==> config.mk <==
export PLATFORM = sky130hd
export DESIGN_NAME = bpm_adjuster
export DESIGN_NICKNAME = d
export VERILOG_FILES = /design/src/rtl/metronome_pkg.sv /design/src/rtl/bpm_adjuster_bin_to_bcd_seq.sv /design/src/rtl/bpm_adjuster.sv
export SDC_FILE = /design/constraint.sdc
export NUM_CORES = 1
export LEC_CHECK = 0
export ABC_AREA = 1
export CORE_MARGIN = 2
export CORE_UTILIZATION = 30
export DETAILED_ROUTE_END_ITERATION = 8
export PLACE_DENSITY = 0.51
export SYNTH_ARGS = -nofsm -noshare
export SYNTH_HDL_FRONTEND = slang
export SYNTH_SLANG_ARGS = --single-unit
==> constraint.sdc <==
create_clock -name clk -period 2.4 [get_ports clk]
set_input_delay 0.48 -clock clk [delete_from_list [all_inputs] [get_ports clk]]
set_output_delay 0.48 -clock clk [all_outputs]
set_load 0.02 [all_outputs]
==> src/rtl/metronome_pkg.sv <==
// Shared types and constants for the metronome tempo path.
package metronome_pkg;

  localparam int BCD_DIGITS = 3;

  typedef logic [3:0] bcd_digit_t;

  typedef enum logic [1:0] {IDLE, LOAD, SHIFT, DONE} conv_state_t;

  // Double-dabble correction applied to each nibble before a shift
  function automatic bcd_digit_t add3(input bcd_digit_t d);
    return (d >= 4'd5) ? d + 4'd3 : d;
  endfunction

endpackage

==> src/rtl/bpm_adjuster_bin_to_bcd_seq.sv <==
// Sequential shift-add-3 binary to 3-digit BCD converter.
// A start in any state restarts from LOAD, so only the latest value is ever published.
module bin_to_bcd_seq
  import metronome_pkg::*;
#(
  parameter int WIDTH = 8
) (
  input  logic             clk,
  input  logic             rst_n,
  input  logic             i_start,
  input  logic [WIDTH-1:0] i_bin,
  output bcd_digit_t       o_digit_100,
  output bcd_digit_t       o_digit_10,
  output bcd_digit_t       o_digit_1,
  output logic             o_done
);

  localparam int BCD_W = 4 * BCD_DIGITS;
  localparam int CNT_W = $clog2(WIDTH + 1);
  localparam logic [CNT_W-1:0] L_LAST = CNT_W'(WIDTH - 1);

  conv_state_t             r_state;
  conv_state_t             w_state_next;
  logic [WIDTH-1:0]        r_bin;
  logic [BCD_W-1:0]        r_bcd;
  logic [BCD_W-1:0]        r_digits;
  logic [CNT_W-1:0]        r_cnt;
  logic [BCD_W-1:0]        w_bcd_adj;
  logic [BCD_W+WIDTH-1:0]  w_shifted;
  logic                    w_last;

  generate
    for (genvar gi = 0; gi < BCD_DIGITS; gi++) begin : g_adj
      assign w_bcd_adj[4*gi +: 4] = add3(r_bcd[4*gi +: 4]);
    end
  endgenerate

  assign w_shifted = {w_bcd_adj, r_bin} << 1;
  assign w_last    = (r_state == SHIFT) && (r_cnt == L_LAST);
  // o_done marks the edge on which the digits take their new value
  assign o_done    = w_last && !i_start;

  always_comb begin
    w_state_next = r_state;
    case (r_state)
      IDLE:    if (i_start) w_state_next = LOAD;
      LOAD:    w_state_next = SHIFT;
      SHIFT:   if (w_last) w_state_next = DONE;
      DONE:    w_state_next = IDLE;
      default: w_state_next = IDLE;
    endcase
    if (i_start) w_state_next = LOAD;
  end

  always_ff @(posedge clk or negedge rst_n) begin
    if (!rst_n) begin
      r_state  <= IDLE;
      r_bin    <= '0;
      r_bcd    <= '0;
      r_cnt    <= '0;
      r_digits <= '0;
    end else begin
      r_state <= w_state_next;
      if (r_state == LOAD) begin
        r_bin <= i_bin;
        r_bcd <= '0;
        r_cnt <= '0;
      end else if (r_state == SHIFT) begin
        {r_bcd, r_bin} <= w_shifted;
        r_cnt          <= r_cnt + CNT_W'(1);
      end
      if (o_done) r_digits <= w_shifted[BCD_W+WIDTH-1 -: BCD_W];
    end
  end

  assign o_digit_100 = r_digits[8 +: 4];
  assign o_digit_10  = r_digits[4 +: 4];
  assign o_digit_1   = r_digits[0 +: 4];

endmodule

==> src/rtl/bpm_adjuster.sv <==
// Button-driven saturating tempo setter with BCD readout.
// Optional hold-to-repeat stepping is enabled by defining AUTO_REPEAT_EN.
module bpm_adjuster
  import metronome_pkg::*;
#(
  parameter int WIDTH        = 8,
  parameter int MIN_BPM      = 40,
  parameter int MAX_BPM      = 240,
  parameter int RESET_BPM    = 120,
  parameter int STEP         = 1,
  parameter int REPEAT_DELAY = 25000000,
  parameter int REPEAT_RATE  = 5000000
) (
  input  logic             clk,
  input  logic             rst_n,
  input  logic             btn_n,
  input  logic             dir,
  output logic [WIDTH-1:0] bpm,
  output logic             bpm_changed,
  output bcd_digit_t       digit_100,
  output bcd_digit_t       digit_10,
  output bcd_digit_t       digit_1,
  output logic             bcd_valid
);

  localparam logic [WIDTH:0]   L_MAX      = (WIDTH+1)'(MAX_BPM);
  localparam logic [WIDTH:0]   L_MIN_STEP = (WIDTH+1)'(MIN_BPM + STEP);
  localparam logic [WIDTH:0]   L_STEP     = (WIDTH+1)'(STEP);
  localparam logic [WIDTH-1:0] L_MAX_W    = WIDTH'(MAX_BPM);
  localparam logic [WIDTH-1:0] L_MIN_W    = WIDTH'(MIN_BPM);
  localparam logic [WIDTH-1:0] L_STEP_W   = WIDTH'(STEP);
  localparam logic [WIDTH-1:0] L_RESET_W  = WIDTH'(RESET_BPM);

  logic             r_btn_s1, r_btn_s2, r_btn_prev;
  logic             r_dir_s1, r_dir_s2;
  logic [WIDTH-1:0] r_bpm;
  logic             r_bpm_changed;
  logic             r_bcd_valid;
  logic             r_init;
  logic             w_press, w_step, w_changed, w_conv_done;
  logic [WIDTH:0]   w_up_sum;
  logic [WIDTH-1:0] w_bpm_up, w_bpm_dn, w_bpm_next;

  always_ff @(posedge clk or negedge rst_n) begin
    if (!rst_n) begin
      r_btn_s1   <= 1'b1;
      r_btn_s2   <= 1'b1;
      r_btn_prev <= 1'b1;
      r_dir_s1   <= 1'b0;
      r_dir_s2   <= 1'b0;
    end else begin
      r_btn_s1   <= btn_n;
      r_btn_s2   <= r_btn_s1;
      r_btn_prev <= r_btn_s2;
      r_dir_s1   <= dir;
      r_dir_s2   <= r_dir_s1;
    end
  end

  assign w_press = r_btn_prev & ~r_btn_s2;

`ifdef AUTO_REPEAT_EN
  localparam logic [31:0] L_DELAY  = 32'(REPEAT_DELAY);
  localparam logic [31:0] L_RELOAD = 32'(REPEAT_DELAY - REPEAT_RATE);
  logic [31:0] r_hold_cnt;
  logic        w_repeat;

  // Reloading to DELAY-RATE makes later repeats land every REPEAT_RATE cycles
  assign w_repeat = ~r_btn_s2 & (r_hold_cnt == L_DELAY);

  always_ff @(posedge clk or negedge rst_n) begin
    if (!rst_n)          r_hold_cnt <= '0;
    else if (r_btn_s2)   r_hold_cnt <= '0;
    else if (w_repeat)   r_hold_cnt <= L_RELOAD;
    else                 r_hold_cnt <= r_hold_cnt + 32'd1;
  end

  assign w_step = w_press | w_repeat;
`else
  logic [31:0] w_unused_repeat;
  assign w_unused_repeat = 32'(REPEAT_DELAY) ^ 32'(REPEAT_RATE);
  assign w_step = w_press;
`endif

  assign w_up_sum   = {1'b0, r_bpm} + L_STEP;
  assign w_bpm_up   = (w_up_sum > L_MAX) ? L_MAX_W : w_up_sum[WIDTH-1:0];
  assign w_bpm_dn   = ({1'b0, r_bpm} < L_MIN_STEP) ? L_MIN_W : r_bpm - L_STEP_W;
  assign w_bpm_next = w_step ? (r_dir_s2 ? w_bpm_up : w_bpm_dn) : r_bpm;
  assign w_changed  = (w_bpm_next != r_bpm);

  always_ff @(posedge clk or negedge rst_n) begin
    if (!rst_n) begin
      r_bpm         <= L_RESET_W;
      r_bpm_changed <= 1'b0;
      r_bcd_valid   <= 1'b0;
      r_init        <= 1'b1;
    end else begin
      r_bpm         <= w_bpm_next;
      r_bpm_changed <= w_changed;
      r_init        <= 1'b0;
      if (w_changed)        r_bcd_valid <= 1'b0;
      else if (w_conv_done) r_bcd_valid <= 1'b1;
    end
  end

  // r_init kicks off the conversion of the reset value on the first edge
  bin_to_bcd_seq #(.WIDTH(WIDTH)) u_bcd (
    .clk         (clk),
    .rst_n       (rst_n),
    .i_start     (r_bpm_changed | r_init),
    .i_bin       (r_bpm),
    .o_digit_100 (digit_100),
    .o_digit_10  (digit_10),
    .o_digit_1   (digit_1),
    .o_done      (w_conv_done)
  );

  assign bpm         = r_bpm;
  assign bpm_changed = r_bpm_changed;
  assign bcd_valid   = r_bcd_valid;

endmodule

# Word level (Yosys, flattened, before mapping)
# Cells that the tools add are included.
# totals
register_bits	54
in_bits	4
output_inout_bits	22
# op_classes
n_addsub	6
order_cmp	5
n_eq_ne	7
mux	18
n_bitwise	3
n_reduce_logical	7
# op_table
operator	count
2-to-1 mux 8 bit	6
2-to-1 mux 12 bit	2
2-to-1 mux 4 bit	4
>= comparator 4 x 3 -> 1 bit (second input constant)	3
adder 8 x 1 -> 9 bit (second input constant)	1
greater-than comparator 9 x 8 -> 1 bit (second input constant)	1
adder 4 x 2 -> 4 bit (second input constant)	2
less-than comparator 8 x 6 -> 1 bit (second input constant)	1
inequality test 8 bit	1
subtractor 8 x 1 -> 8 bit (second input constant)	1
case mux 2 bit (3 select lines)	1
adder 4 x 1 -> 4 bit (second input constant)	1
== test 2 bit (second input constant)	2
== test 4 x 3 -> 1 bit (second input constant)	1
2-to-1 mux 2 bit	2
nonzero test 2 bit	2
adder 3 x 2 -> 3 bit (second input constant)	1
2-to-1 mux 3 bit	1
inequality test 3 x 1 -> 1 bit (second input constant)	1
== test 2 x 1 -> 1 bit (second input constant)	1
logical AND 1 bit	2
zero test 2 bit	1
2-to-1 mux 1 bit	2
inequality test 2 x 1 -> 1 bit (second input constant)	1
5 further kinds	5

# Longest topological paths before layout
# Gate-level depths: netlist (run 1).
# depth
word_depth	7
mapped_depth	16
depth_no_buf	16

# By module
# Synthesis (run 1) repeated with hierarchy kept, for this count alone.
# hier_totals
hier_cells	421
area_unflattened_um2	3195.6
# modules_own_cells
mod	instances	cells_per_inst	area_each_um2	seq_area_each_um2
bin_to_bcd_seq	1	240	1984.4	950.9
bpm_adjuster	1	181	1211.2	410.4

# Worst setup path before layout (run 1)
# Ideal clock, no wire load.
# synth_timing
path_type	register to register
startpoint	register r_bpm[0], in the netlist bpm[0]
endpoint	register r_bcd_valid, in the netlist bcd_valid
setup_time_ns	0.069
arrival_ns	1.874
setup_slack_ns	0.457
path_stages_with_launch	16
n_path_buf	0
synth_period_minus_slack_ns	1.943
path_cell_list	dfrtp_1 inv_2 ha_1 nand2_1 nand3_1 nand2_1 nand2_1 inv_1 nand2_1 a21oi_1 nand2_1 nand2_1 nand3_1 nand2_1 nand3_2 nor2_2
# synth_between
elab_chain_cells	7
word_cells_on_any_way	11
classes_between	add/sub: 2; order compare: 2; eq/ne: 1; mux: 5; reduce/logical: 1
# synth_lines
item	line_no	source
from (decl)	bpm_adjuster.sv:36	logic [WIDTH-1:0] r_bpm;
from (signal assigned)	bpm_adjuster.sv:98	r_bpm <= w_bpm_next;
adder 8 x 1 -> 9 bit	bpm_adjuster.sv:85	assign w_up_sum = {1'b0, r_bpm} + L_STEP;
greater-than comparator 9 x 8 -> 1 bit	bpm_adjuster.sv:86	assign w_bpm_up = (w_up_sum > L_MAX) ? L_MAX_W : w_up_sum[WIDTH-1:0];
2-to-1 mux 8 bit	bpm_adjuster.sv:86	
2-to-1 mux 8 bit (2 in a row)	bpm_adjuster.sv:88	assign w_bpm_next = w_step ? (r_dir_s2 ? w_bpm_up : w_bpm_dn) : r_bpm;
inequality test 8 bit *	bpm_adjuster.sv:89	assign w_changed = (w_bpm_next != r_bpm);
net w_changed	bpm_adjuster.sv:40	logic w_press, w_step, w_changed, w_conv_done;
2-to-1 mux 1 bit / nonzero test 2 bit (equally long branches)	-	
to (signal assigned)	bpm_adjuster.sv:95	r_bcd_valid <= 1'b0;
to (signal assigned)	bpm_adjuster.sv:101	if (w_changed) r_bcd_valid <= 1'b0;
to (signal assigned)	bpm_adjuster.sv:102	else if (w_conv_done) r_bcd_valid <= 1'b1;
to (decl)	bpm_adjuster.sv:38	logic r_bcd_valid;
# Mark *: on every way through the listed nets, which the timed path passes. The rest lies on a longest branch.
# A chain may end at the register's enable or synchronous reset.

# Worst setup path in the final report (run 1)
# Same ends and word-level chain as after synthesis.

==> results of run 1 <==
==> logic make-up after synthesis <==
kind of cell,after synthesis
compound gates,74
flops,54
mux,1
simple gates,146
xor+xnor,7
buf+inv,60
fa+ha+maj,13
other cells,1
==> critical path: stages (launching register included) <==
cell and delay [ns]:
dfrtp_1 0.50, inv_4 0.10, ha_1 0.25, nand2_1 0.08, nand3_1 0.10, nand2_1 0.08, nand2_1 0.08, inv_1 0.10
nand2_1 0.07, a21oi_1 0.20, nand2_1 0.10, nand2_1 0.07, nand3_1 0.09, nand2_1 0.07, nand3_2 0.08, nor2_2 0.09
==> how the worst min path moves through the flow <==
stage / from / to / cells past startpoint
floorplan: rst_n / bcd_valid$_DFFE_PN0P_ / 0
global placement: r_dir_s1$_DFF_PN0_ / r_dir_s2$_DFF_PN0_ / 0
detailed placement: r_dir_s1$_DFF_PN0_ / r_dir_s2$_DFF_PN0_ / 0
CTS: rst_n / bpm[7]$_DFF_PN0_ / 2
global route: rst_n / bpm[7]$_DFF_PN0_ / 2
finish: rst_n / bpm[7]$_DFF_PN0_ / 2
==> registers in the layout, indices dropped and copies added (netlist names), 2 cells and up <==
name	count
u_bcd.r_bcd	12
u_bcd.r_digits	12
u_bcd.r_bin	8
u_bcd.r_state	2
u_bcd.r_cnt	4
bpm	8
==> placed cells by master, fill, tap and decap left out, drive strengths merged <==
cell type / Yosys / layout
a21oi: 11 / 11
a31oi: 3 / 3
buf: 4 / 5
clkbuf: 6 / 6
clkdlybuf4s50: 0 / 24
clkinv: 2 / 2
clkinvlp: 0 / 1
conb: 1 / 1
dfrtp: 46 / 46
dfstp: 8 / 8
ha: 13 / 13
inv: 48 / 48
mux2i: 1 / 1
nand2: 86 / 86
nand3: 23 / 23
nand4: 4 / 4
nor2: 28 / 28
nor3: 4 / 4
o21ai: 40 / 40
o221ai: 7 / 7
o22ai: 13 / 13
or2: 1 / 1
xnor2: 1 / 1
xor2: 6 / 6
==> where the power goes <==
group          total [mW]  switching (mW)  internal (mW)
registers            1.27           0.181           1.09
logic                1.15           0.745          0.408
clock network       0.494           0.293          0.201
==> final cells by class <==
| type | count | share of cell area, % |
|---|---|---|
| sequential | 54 | 40.04 |
| multi-input combinational | 242 | 38.65 |
| timing repair buffer | 29 | 8.465 |
| inverter | 50 | 5.594 |
| tap | 133 | 4.895 |
| clock buffer | 6 | 2.135 |
| clock inverter | 1 | 0.2208 |
==> metal layers <==
metal / GRT usage, % / vias to the layer above
met1: 17.06 / 1124
met2: 20.92 / 47
li1: - / 1214
met5: 0 / -
met4: 3.745 / 0
met3: 1.966 / 5
==> what timing repair did <==
| item | CTS | global route |
|---|---|---|
| endpoints found under the hold margin | 0 | 0 |
| hold buffers | 0 | 0 |
| resized for setup | 0 | 1 |
| endpoints found under the setup margin | 0 | 1 |
==> impl_metrics.tcl, run 1 <==
set metrics [dict create \
    outcome "completed" \
    dieArea_um2 10570 \
    antennaDiodeCount 0 \
    drv_slew 0 \
    multiInputGateArea_um2 1314 \
    met3_wirelength_um 229 \
    rsz0062_at_grt "false" \
    top_layer "met4" \
    crit_arrival_ns 2.35 \
    finalCriticalPeriod_ns 2.111 \
    clock-sinks 54 \
    dr_wl_met2_um 3003 \
    ys_ff_latch 54 \
    setup_ws_ns 0.2889 \
    start_kind "flip-flop" \
    cts_tree "built" \
    gp_congestion 0.8485 \
    synthesis.area_um2 2928 \
    htreeDepth 2 \
    start_util_pct 30.37 \
    drt-initial-drc-count 135 \
    io_pins 26 \
    hold_class "in2async" \
    wl_per_cell_um 12.11 \
    period_share_pct 87.96 \
    clk_pin_slew_worst_paths_ns 0.10 \
    ys_seq_area_share_pct 46.50 \
    criticalPathCategory "reg2reg" \
    setup_violations 0 \
    synth-xor-area-share_pct 2.094 \
    row_count 36 \
    synth_top_family_by_area "simple AND/OR/NAND/NOR gates" \
    root_buffer "clkbuf_8" \
    grt_pass1_vias 2242 \
    n_fill_cell 1031 \
    dpl_cell_area_um2 3317 \
    p_leak_nw 1.494 \
    drive_gt1_share_pct 10.47 \
    timing.rr.start "bpm[0]$_DFF_PN0_" \
    grt_max_degree 55 \
    final_cell_count_no_fill 515 \
    async_flop_share_pct 100.0 \
    cts_inserted_buffers 5 \
    synth-simple-area-share_pct 22.26 \
    synth_most_common_cell "nand2_1" \
    drc 0 \
    synth_top_area_cell "dfrtp_1" \
    synthAdderAreaFrac_pct 5.556 \
    num_vias 2390 \
    io_buffer_count 25 \
    cts_setup_buffers 0 \
    firstDrtPassIters 4 \
    crit_end "bcd_valid$_DFFE_PN0P_" \
    synth_enable_flop_cells 0 \
    synthTopCellsByCount "nand2_1 (80), dfrtp_1 (46), inv_1 (44)" \
    crit_start "bpm[0]$_DFF_PN0_" \
    wl_met1_um 2951 \
    cap_violations 0 \
    finalInstanceArea_um2 3400 \
    ys.flop_type "dfrtp_1" \
    post-route-util_pct 35.27 \
    die_y_um 102.8 \
    worstReg2RegEnd "bcd_valid$_DFFE_PN0P_" \
    antenna_found_initial 0 \
    drt-total-wl_um 6238 \
    rrSetupSlack_ns 0.29 \
    grt_pass1_wl_um 10670 \
    syn_nets 373 \
    viasPerCell 4.641 \
    clock_path_buffers 2 \
    holdWs_ns 0.1496 \
    ff_latch_area_um2 1361 \
    antenna_left 0 \
    post-place-ws_ns 0.3089 \
    skew_ns 0.005876 \
    synth_cell_type_count 32 \
    p_total_mw 2.915 \
    grtUsageTotal_pct 12.60 \
    powerDensity_nw_per_um2 857.5 \
    core_um2 9639 \
    synth_compound_area_share_pct 14.49 \
    crit_fanout 8 \
    synthCells 356 \
    reg2reg_depth 15 \
    hold_violations 0 \
    area.growth.synth_to_final_pct 16.11 \
    clock.fmax_mhz 473.7 \
    dp_cells 508 \
    nets 399 \
    fp.dieW_um 102.8 \
    syn_area_per_cell_um2 8.224 \
    grt_remaining_overflow 0 \
    synth_area_leaders "dfrtp_1 (39%), nand2_1 (10%), dfstp_2 (7.2%)" \
    ys_warn_count 0 \
    fin_setup_tns_ns 0 \
    vdd_drop_max_mv 0.2575 \
    insertion_delay_ns 0.30 \
    required_ns 2.64 \
    synth.mux.area_fraction_pct 0.3419 \
    hpwl_um 4438 \
    netlist.area_leader.share_pct 39.32 \
    worstSetupEndpointType "flip-flop" \
]
No activity file was read; power rests on OpenSTA's default activity.
==> run 2: changes to the inputs <==
- CAP_MARGIN: unset -> 20
- DONT_BUFFER_PORTS: unset -> 1
- PLACE_DENSITY: 0.51 -> 0.48
- REMOVE_ABC_BUFFERS: unset -> 1
==> run 2 against run 1 <==
- final area is 5.4% lower
- cell count is 3.5% lower
- highest routed layer unchanged
- combinational power is 6% lower
- sequential share of layout area is 2.3 points higher
==> impl_metrics.tcl, run 2 (synthesized netlist as in run 1, its figures left out) <==
set metrics [dict create \
    cpMostUsedCell "nand2_1" \
    top_regs "u_bcd.r_bcd: 12 flops, u_bcd.r_digits: 12 flops" \
    cts_setup_buffers 0 \
    cap_violations 0 \
    viasPerCell 4.759 \
    finalCriticalPeriod_ns 2.143 \
    drt-total-wl_um 6659 \
    gp_congestion 0.8846 \
    insertion_delay_ns 0.31 \
    hold_class "in2async" \
    start_kind "flip-flop" \
    clock.fmax_mhz 466.7 \
    worstPathCellList "inv_1, ha_1, nand2_1, nand3_1, nand2_1, nand2_1, inv_1, nand2_1, a21oi_1, nand2_1, nand2_1, nand3_1, nand2_1, nand3_2, nor2_2" \
    fin_setup_tns_ns 0 \
    root_buffer "clkbuf_8" \
    clock-sinks 54 \
    dieArea_um2 10570 \
    final_cell_count_no_fill 497 \
    outcome "completed" \
    io_pins 26 \
    post-place-ws_ns 0.1729 \
    wl_per_cell_um 13.40 \
    grt_pass1_vias 2338 \
    die_y_um 102.8 \
    swShare_pct 42.90 \
    cts_tree "built" \
    drive_gt1_share_pct 12.64 \
    crit_arrival_ns 2.39 \
    htreeDepth 2 \
    fp.dieW_um 102.8 \
    required_ns 2.65 \
    p_leak_nw 1.442 \
    drc 0 \
    grt_remaining_overflow 0 \
    setup_ws_ns 0.2572 \
    dp_cells 487 \
    p_sw_mw 1.244 \
    cts_inserted_buffers 5 \
    comb_power_share_pct 37.4 \
    p_total_mw 2.899 \
    worstSetupEndpointType "flip-flop" \
    antennaDiodeCount 0 \
    core_um2 9639 \
    hpwl_um 4671 \
    setup_violations 0 \
    slowest_stage "dfrtp_2" \
    drv_slew 0 \
    n_fill_cell 1071 \
    clock_path_buffers 2 \
    antenna_found_initial 0 \
    area.growth.synth_to_final_pct 9.786 \
    drt-initial-drc-count 112 \
    num_vias 2365 \
    final_common_cell "nand2_1" \
    final_cell_mix "nand2_1 (80), dfrtp_1 (45), inv_1 (44), o21ai_0 (38), nor2_1 (23)" \
    clk_pin_slew_worst_paths_ns 0.10 \
    skew_ns 0.01110 \
    start_util_pct 30.37 \
    powerDensity_nw_per_um2 901.8 \
    vdd_drop_max_mv 0.2549 \
    hold_violations 0 \
    timing.rr.start "bpm[1]$_DFF_PN0_" \
    p_int_mw 1.655 \
    critPathMaxStageDelay_ns 0.51 \
    period_share_pct 89.28 \
    grt_max_degree 54 \
    crit_fanout 7 \
    post-route-util_pct 33.35 \
    nets 380 \
    criticalPathCategory "reg2reg" \
    seq_power_share_pct 44.6 \
    io_buffer_count 0 \
    row_count 36 \
    grt_pass1_wl_um 11310 \
    holdWs_ns 0.01622 \
    rsz0062_at_grt "false" \
    antenna_left 0 \
    grtUsageTotal_pct 13.61 \
    dpl_cell_area_um2 3089 \
    firstDrtPassIters 4 \
    clockPowerShare_pct 18.0 \
    crit_start "bpm[1]$_DFF_PN0_" \
    finalInstanceArea_um2 3214 \
]
-- run 2: cell type report --
class,instances,area [um^2],area share [%]
Timing Repair Buffer,10,97.59,3.036
Clock buffer,6,72.57,2.258
Clock inverter,2,13.76,0.4282
Tap cell,133,166.4,5.177
Inverter,50,187.7,5.839
Sequential cell,54,1363,42.39
Multi-Input combinational cell,242,1314,40.87
-- run 2: worst paths after layout --
check,cells past startpoint,to,slack (ns)
worst max-delay path,15,bcd_valid$_DFFE_PN0P_,0.26
worst min-delay path,1,u_bcd.r_digits[6]$_DFFE_PN0P_,0.02
worst max register to register,15,bcd_valid$_DFFE_PN0P_,0.26
worst min register to register,0,r_btn_s2$_DFF_PN1_,0.36
max in group asynchronous,1,bpm[3]$_DFF_PN1_,1.70
min in group clk,0,r_btn_s1$_DFF_PN1_,0.16
-- run 2: critical path, delay by kind of cell (launching register included) --
kind / cells / cell delay, ns
fa+ha+maj: 1 / 0.24
simple gates: 11 / 0.90
flops: 1 / 0.51
compound gates: 1 / 0.20
buf+inv: 2 / 0.24
-- run 2: timing repair --
action                                  in CTS  in global routing
gates resized for setup                      0                  1
hold buffers                                 2                  0
hold endpoints to repair                    53                  0
endpoints found under the setup margin       0                  2
-- run 2: per-layer routing --
| layer | up-vias | wire length (um) | global-route usage [%] |
|---|---|---|---|
| met5 | - | 0 | 0 |
| met4 | 0 | 92 | 3.947 |
| met3 | 7 | 295 | 2.983 |
| met2 | 52 | 3028 | 21.37 |
| met1 | 1133 | 3243 | 18.97 |
| li1 | 1173 | - | - |
-- run 2: power groups by stage --
stage	Combinational, mW	Sequential (mW)	Clock (mW)
5_1_grt	1.24	1.32	0.580
3_3_place_gp	1.05	1.31	0
6_report	1.08	1.29	0.522
4_1_cts	1.10	1.29	0.551
3_5_place_dp	1.06	1.31	0
2_1_floorplan	0.739	1.30	0
==> run 3: changes to the inputs <==
- CORE_ASPECT_RATIO: unset -> 0.6
- CORE_MARGIN: 2 -> 3
==> run 3 against run 2 <==
- critical path depth shrank 1
- via count is essentially flat
- die area grew 4.3%
- first-iteration DRC count grew 130%
- power grew 8.4%
- cell count shrank 0.20%
- largest cell class unchanged
- highest routed layer unchanged
==> impl_metrics.tcl, run 3 (synthesized netlist as in run 1, its figures left out) <==
set metrics [dict create \
    outcome "completed" \
    io_buffer_count 0 \
    setup_violations 0 \
    rsz0062_at_grt "false" \
    antennaDiodeCount 0 \
    finalCriticalPeriod_ns 2.124 \
    grt_pass1_wl_um 11510 \
    vdd_drop_max_mv 0.2872 \
    antenna_left 0 \
    drv_slew 0 \
    grtUsageTotal_pct 13.29 \
    hpwl_um 4780 \
    antenna_found_initial 0 \
    root_buffer "clkbuf_16" \
    die_y_um 82.52 \
    hold_violations 0 \
    cts_inserted_buffers 5 \
    cts_tree "built" \
    fin_setup_tns_ns 0 \
    powerDensity_nw_per_um2 958.4 \
    gp_congestion 0.8652 \
    cap_violations 0 \
    drt-total-wl_um 6891 \
    num_vias 2363 \
    final_cell_count_no_fill 496 \
    required_ns 2.64 \
    hold_class "in2async" \
    area.growth.synth_to_final_pct 11.97 \
    drive_gt1_share_pct 13.11 \
    insertion_delay_ns 0.30 \
    clock_path_buffers 2 \
    final_common_cell "nand2_1" \
    worstSetupEndpointType "flip-flop" \
    criticalPathCategory "reg2reg" \
    finalInstanceArea_um2 3278 \
    dieArea_um2 11020 \
    cts_setup_buffers 0 \
    final_cell_mix "nand2_1 (80), dfrtp_1 (46), inv_1 (44), o21ai_0 (38), nor2_1 (23)" \
    core_um2 9324 \
    crit_arrival_ns 2.36 \
    htreeDepth 2 \
    wl_per_cell_um 13.89 \
    clock-sinks 54 \
    grt_remaining_overflow 0 \
    clk_pin_slew_worst_paths_ns 0.07 \
    period_share_pct 88.49 \
    fp.dieW_um 133.5 \
    io_pins 26 \
    crit_fanout 8 \
    post-route-util_pct 35.16 \
    row_count 27 \
    grt_pass1_vias 2133 \
    start_kind "flip-flop" \
    p_leak_nw 1.479 \
    dp_cells 487 \
    skew_ns 0.009022 \
    viasPerCell 4.764 \
    drc 0 \
    top_regs "u_bcd.r_bcd: 12 flops, u_bcd.r_digits: 12 flops" \
    start_util_pct 31.40 \
    clock.fmax_mhz 470.9 \
    dpl_cell_area_um2 3108 \
    nets 382 \
    drt-initial-drc-count 256 \
    p_total_mw 3.142 \
    firstDrtPassIters 5 \
    grt_max_degree 47 \
]
run 3: cell types whose count changed in the layout (fill, tap and decap cells not counted), sizes merged:
cell / previous run / this run
buf: 9 / 12
dlygate4sd3: 1 / 0
run 3: stage by stage:
stage / worst slack, ns / hold slack, ns
floorplan: 0.4403 / 0.1844
global placement: 0.2899 / 0.1863
detailed placement: 0.3259 / 0.1856
CTS: 0.3071 / 0.008670
global route: 0.1048 / 0.0008067
finish: 0.2763 / 0.01953
run 3: report_power, final:
group	switching (mW)	internal, mW	total, mW
logic	0.755	0.375	1.13
registers	0.192	1.09	1.28
clock network	0.341	0.390	0.731
run 3: worst paths after layout:
check	cells after the start	endpoint	slack, ns	start
hold / removal	0	bpm[6]$_DFF_PN1_	0.02	rst_n
max in group asynchronous	1	u_bcd.r_bin[5]$_DFFE_PN0P_	2.16	rst_n
min in group clk	0	r_btn_s1$_DFF_PN1_	0.18	btn_n
setup reg to reg	14	bcd_valid$_DFFE_PN0P_	0.28	bpm[4]$_DFF_PN1_
hold reg to reg	0	r_dir_s2$_DFF_PN0_	0.35	r_dir_s1$_DFF_PN0_
setup / recovery	14	bcd_valid$_DFFE_PN0P_	0.28	bpm[4]$_DFF_PN1_
run 3: routing by layer:
layer | routed length (um) | vias to the layer above | GRT usage [%]
met2 | 2554 | 66 | 17.00
met1 | 3781 | 1107 | 20.91
li1 | - | 1182 | -
met4 | 88 | 0 | 4.517
met3 | 467 | 8 | 3.390
met5 | 0 | - | 0
run 3: area by class of cell:
type | count | area (um^2)
multi-input combinational | 242 | 1314
clock inverter | 2 | 13.76
tap | 130 | 162.7
inverter | 50 | 187.7
sequential | 54 | 1361
timing repair buffer | 12 | 110.1
fill | 978 | 6046
clock buffer | 6 | 128.9
run 3: timing repair:
action,in CTS,in global routing
resized for setup,0,0
endpoints found under the hold margin,46,0
hold buffers,1,0
run 3: critical path, stage by stage, from the launching register on:
cell and delay, ns:
dfstp_2 0.69, inv_1 0.16, nand2_1 0.13, nor2_1 0.09
nand2_1 0.07, nand2_1 0.05, nand2_1 0.08, nand2_1 0.08
nand3_1 0.07, nand2_1 0.08, nor2_1 0.14, nand2_1 0.11
nor2_1 0.13, nand3_2 0.10, nor2_2 0.08
